`config.mk`:
```
export PLATFORM = sky130hd
export DESIGN_NAME = clk_ratio_detector
export DESIGN_NICKNAME = d
export VERILOG_FILES = /design/src/rtl/clk_ratio_detector.sv
export SDC_FILE = /design/constraint.sdc
export NUM_CORES = 1
export LEC_CHECK = 0
export CORE_ASPECT_RATIO = 0.8
export CORE_UTILIZATION = 45
export CTS_CLUSTER_SIZE = 16
export DETAILED_ROUTE_END_ITERATION = 10
export GPL_ROUTABILITY_DRIVEN = 0
export PLACE_DENSITY = 0.66
export SETUP_SLACK_MARGIN = 0.2
export SLEW_MARGIN = 10
export SYNTH_ARGS = -nofsm -noshare
export SYNTH_HDL_FRONTEND = slang
export SYNTH_SLANG_ARGS = --single-unit
```
`constraint.sdc`:
```
create_clock -name iclk -period 4.95 [get_ports iclk]
set_input_delay 0.99 -clock iclk [delete_from_list [all_inputs] [get_ports iclk]]
set_output_delay 0.99 -clock iclk [all_outputs]
set_load 0.005 [all_outputs]
```
`src/rtl/clk_ratio_detector.sv`:
```
// Measures the period and high time of an asynchronous divided clock (sclk) in
// reference-clock (iclk) cycles, and flags lock once the period is stable.
module clk_ratio_detector #(
  parameter int MAX_RATIO   = 64,
  parameter int LOCK_COUNT  = 4,
  parameter int SYNC_STAGES = 2,
  localparam int CW = $clog2(MAX_RATIO + 1)
) (
  input  logic          iclk,
  input  logic          rst,
  input  logic          sclk,
  input  logic          enable,
  output logic [CW-1:0] period,
  output logic [CW-1:0] high_time,
  output logic          valid,
  output logic          locked,
  output logic          timeout
);

  localparam int RW = $clog2(LOCK_COUNT + 1);
  localparam logic [CW-1:0] MAX_CNT  = CW'(MAX_RATIO);
  localparam logic [RW-1:0] LOCK_RUN = RW'(LOCK_COUNT);

  typedef enum logic [1:0] {IDLE, WAIT_EDGE, MEASURE, LOCKED} state_t;

  state_t                 state_q, state_d;
  logic [SYNC_STAGES-1:0] sync_q, sync_d;
  logic                   s_d_q, s_d_d;
  logic [CW-1:0]          cnt_q, cnt_d;
  logic [CW-1:0]          hi_cap_q, hi_cap_d;
  logic [RW-1:0]          run_q, run_d;
  logic [CW-1:0]          period_q, period_d;
  logic [CW-1:0]          high_time_q, high_time_d;
  logic                   valid_q, valid_d;
  logic                   locked_q, locked_d;
  logic                   timeout_q, timeout_d;

  logic          s, rise, fall;
  logic [CW-1:0] cnt_inc;
  logic [RW-1:0] run_nx;

  always_comb begin
    sync_d = {sync_q[SYNC_STAGES-2:0], sclk};
    s      = sync_q[SYNC_STAGES-1];
    s_d_d  = s;
    rise   = s & ~s_d_q;
    fall   = ~s & s_d_q;
  end

  always_comb begin
    state_d     = state_q;
    cnt_d       = cnt_q;
    hi_cap_d    = fall ? cnt_q : hi_cap_q;
    run_d       = run_q;
    period_d    = period_q;
    high_time_d = high_time_q;
    valid_d     = 1'b0;
    locked_d    = locked_q;
    timeout_d   = timeout_q;
    run_nx      = '0;
    cnt_inc     = (cnt_q == MAX_CNT) ? MAX_CNT : cnt_q + 1'b1;

    if (!enable) begin
      state_d   = IDLE;
      cnt_d     = '0;
      run_d     = '0;
      locked_d  = 1'b0;
      timeout_d = 1'b0;
    end else begin
      case (state_q)
        IDLE: state_d = WAIT_EDGE;
        // The first rise only opens the measurement window.
        WAIT_EDGE: begin
          if (rise) begin
            cnt_d   = CW'(1);
            state_d = MEASURE;
          end
        end
        MEASURE, LOCKED: begin
          if (rise) begin
            cnt_d       = CW'(1);
            valid_d     = 1'b1;
            period_d    = cnt_q;
            high_time_d = hi_cap_q;
            timeout_d   = 1'b0;
            if (cnt_q == period_q && run_q != '0)
              run_nx = (run_q == LOCK_RUN) ? LOCK_RUN : run_q + 1'b1;
            else
              run_nx = RW'(1);
            run_d    = run_nx;
            locked_d = (run_nx == LOCK_RUN);
            state_d  = (run_nx == LOCK_RUN) ? LOCKED : MEASURE;
          end else if (cnt_q == MAX_CNT) begin
            // A rise in the saturating cycle still counts as a measurement.
            timeout_d = 1'b1;
            locked_d  = 1'b0;
            run_d     = '0;
            cnt_d     = '0;
            state_d   = WAIT_EDGE;
          end else begin
            cnt_d = cnt_inc;
          end
        end
        default: state_d = IDLE;
      endcase
    end
  end

  always_ff @(posedge iclk or posedge rst) begin
    if (rst) begin
      state_q     <= IDLE;
      sync_q      <= '0;
      s_d_q       <= 1'b0;
      cnt_q       <= '0;
      hi_cap_q    <= '0;
      run_q       <= '0;
      period_q    <= '0;
      high_time_q <= '0;
      valid_q     <= 1'b0;
      locked_q    <= 1'b0;
      timeout_q   <= 1'b0;
    end else begin
      state_q     <= state_d;
      sync_q      <= sync_d;
      s_d_q       <= s_d_d;
      cnt_q       <= cnt_d;
      hi_cap_q    <= hi_cap_d;
      run_q       <= run_d;
      period_q    <= period_d;
      high_time_q <= high_time_d;
      valid_q     <= valid_d;
      locked_q    <= locked_d;
      timeout_q   <= timeout_d;
    end
  end

  assign period    = period_q;
  assign high_time = high_time_q;
  assign valid     = valid_q;
  assign locked    = locked_q;
  assign timeout   = timeout_q;

endmodule
```
==> qor.yml <==
worst_setup_path:
  required_ns: 5.19
  cp_slowest_cell: "a2111oi_0"
  worst_r2r_endpoint: "run_q[2]"
  reg2reg_from: "s_d_q"
  rr_worst_depth: 4
  ff2ff_setup_slack_ns: 2.62
  crit_type: "input port to flip-flop"
  max_stage_delay_ns: 0.71
  critPathLaunchType: "input port"
  worstSetupEndpointType: "flip-flop"
  crit_path_cell_trace: "clkdlybuf4s50_1 -> nand3_1 -> a2111oi_0 -> a221o_1"
  critPathLaunch: "enable"
  cp_max_fo: 22
  worstPathArrival_ns: 3.11
routing:
  top_layer: "met4"
  wl_met3_um: 181
  drt-total-wl_mm: 3.36
  drtIter0Drc: 58
  met1_length_mm: 1.66
  drc_errors: 0
  ant_nets: 0
  num_vias: 1245
  wire_per_inst_um: 14.4
  firstDrtPassIters: 4
  met2_length_mm: 1.47
  vias_per_cell: 5.34
clock_network:
  cts.repair.resized: 0
  clkTransAtPathRegs_ns: 0.07
  cts-buffers-inserted: 5
  ctsRootBufferMaster: "clkbuf_8"
  post_cts_buffers: 0
  htree_levels: 2
  clock_latency_ns: 0.29
  tritoncts: "built"
  hold_buffers: 0
  cts_max_path_buffers: 2
  cts_sinks: 39
floorplanning:
  die_h_um: 58.9
  fp.coreArea_um2: 3830
  num_rows: 20
  initial_core_util: 0.476
  die-width_um: 73.2
  dieArea_um2: 4310
  io-pin-count: 21
finish:
  final_net_count: 186
  diodes: 0
  syn2layout_area_growth_pct: 18.5
  drive_above_1_share: 0.163
  fill_cells: 313
  final_core_utilization: 0.564
synthesis:
  synth_top_area_cell: "dfrtp_1"
  yosysMostFrequentCell: "dfrtp_1"
  yosysSeqAreaShare: 0.535
  synth-seq-cells: 39
  synth_edf_count: 0
  synth.area.top_cells: "dfrtp_1 54%, mux2_2 11%, xnor2_1 3.8%, ha_1 2.7%, o21ai_0 2.7%"
  ys_warn_count: 0
  synth_flop_cell: "dfrtp_1"
  syn_area_um2: 1820
  synth_cell_types: 37
  netlist_instances: 156
  syn_nets: 164
  synthTopCellsByCount: "39 x dfrtp_1, 17 x mux2_2, 11 x inv_1, 10 x o21ai_0, 9 x nand2_1"
  syn_avg_cell_area_um2: 11.7
  synthArstFlopShare: 1.00
  synth_top_area_share: 0.535
sta:
  rsz0062_at_grt: "no"
  tightestPinTransition_ns: 0.916
  finalHoldViolations: 0
  min_period_ns: 2.87
  skew_ns: 0.00968
  finalSetupViolations: 0
  slew_viol_final: 0
  setup_tns_ns: 0
  min_period_over_period: 0.580
  fmax_mhz: 348
  slew_headroom: 0.388
global_route:
  grt_first_pass_wirelength_mm: 5.69
  gr-total-overflow: 0
  antenna_found_initial: 0
  grt_pass1_vias: 1233
  track_usage: 0.183
  grt_start_max_net_pins: 40
job:
  drv_cap: 0
hold_path:
  hold_class: "flip-flop to flip-flop"
  hold_start: "sync_q[0]"
  holdPathStages: 0
  whs_endpoint: "sync_q[1]"
outcome:
  status: "finished, final reports clean"
pwr:
  ir_worst_vdd_v: 0.000150
  power_density_nw_per_um2: 290
  p_leak_nw: 0.982
place:
  io_buffers: 20
  dp.final_hpwl_mm: 2.34
worst max path at each step:
stage          endpoint
3_3_place_gp   run_q[2]
4_1_cts        run_q[2]
2_1_floorplan  cnt_q[0]
6_report       run_q[2]
3_5_place_dp   run_q[2]
5_1_grt        run_q[2]
per-layer routing:
metal | global-route usage | up-vias
li1 | - | 600
met1 | 0.242 | 596
met2 | 0.274 | 43
met3 | 0.0634 | 6
met4 | 0.0812 | 0
met5 | 0 | -
worst max-delay path: cells and delay by family:
family	cells	cell delay (ns)
simple gates	1	0.67
compound gates	2	0.89
buf+inv	1	0.56
kinds of logic after synthesis:
family,Yosys count,share of synthesized area
buffers and inverters,17,0.0453
and+or+nand+nor,35,0.113
adders and majority gates,4,0.0275
muxes,17,0.105
xor gates and xnor gates,8,0.0384
AOI/OAI and AO/OA,36,0.136
DFF,39,0.535
power by group:
part           switching (W)  leakage [nW]  total (W)  internal, W
sequential        0.00000691         0.534   0.000333     0.000326
clock               0.000105        0.0513   0.000253     0.000148
combinational      0.0000225         0.398  0.0000401    0.0000176
total               0.000135         0.982   0.000626     0.000491
sequential cells by signal (all words and copies together) (netlist names):
register,cells
sync_q,2
state_q,2
valid,1
run_q,3
cnt_q,7
period,7
high_time,7
hi_cap_q,7
timeout,1
locked,1
s_d_q,1
placed cells by master (no fill, tap or decap), types with 2 or more instances in the layout:
cell type and instances:
a2111oi_0 2, a21o_1 2, a21oi_1 6, a31oi_1 3, a32o_1 2, and3_2 2
clkbuf_8 5, clkdlybuf4s50_1 20, dfrtp_1 39, ha_1 4, inv_1 11, mux2_2 17
nand2_1 9, nand2b_1 2, nand3_1 7, nand3b_1 2, nor2_1 2, nor2b_1 2
nor3_1 2, nor3b_1 3, o21ai_0 10, o22ai_1 2, xnor2_1 8
metrics by stage:
stage / cell area, um2 / hold WS (ns) / power, W / setup WS [ns] / instances
after floorplan: 1820 / 0.331 / 0.000362 / 3.07 / 156
after global placement: 2060 / 0.335 / 0.000377 / 1.98 / 226
after detailed placement: 2060 / 0.339 / 0.000380 / 1.80 / 226
after CTS: 2160 / 0.356 / 0.000633 / 2.11 / 233
after global routing: 2160 / 0.358 / 0.000651 / 1.94 / 233
final: 2160 / 0.352 / 0.000626 / 2.08 / 233
cell type report:
| class | count | area (um2) | share of cell area |
|---|---|---|---|
| clock buffers | 6 | 72.6 | 0.0336 |
| flip-flops and latches | 39 | 976 | 0.452 |
| well taps | 55 | 68.8 | 0.0318 |
| clock inverters | 1 | 30.0 | 0.0139 |
| multi-input cells | 100 | 764 | 0.354 |
| repair buffers | 21 | 208 | 0.0961 |
| inverters | 11 | 41.3 | 0.0191 |
Note: power is estimated with default switching activity, not from simulation.
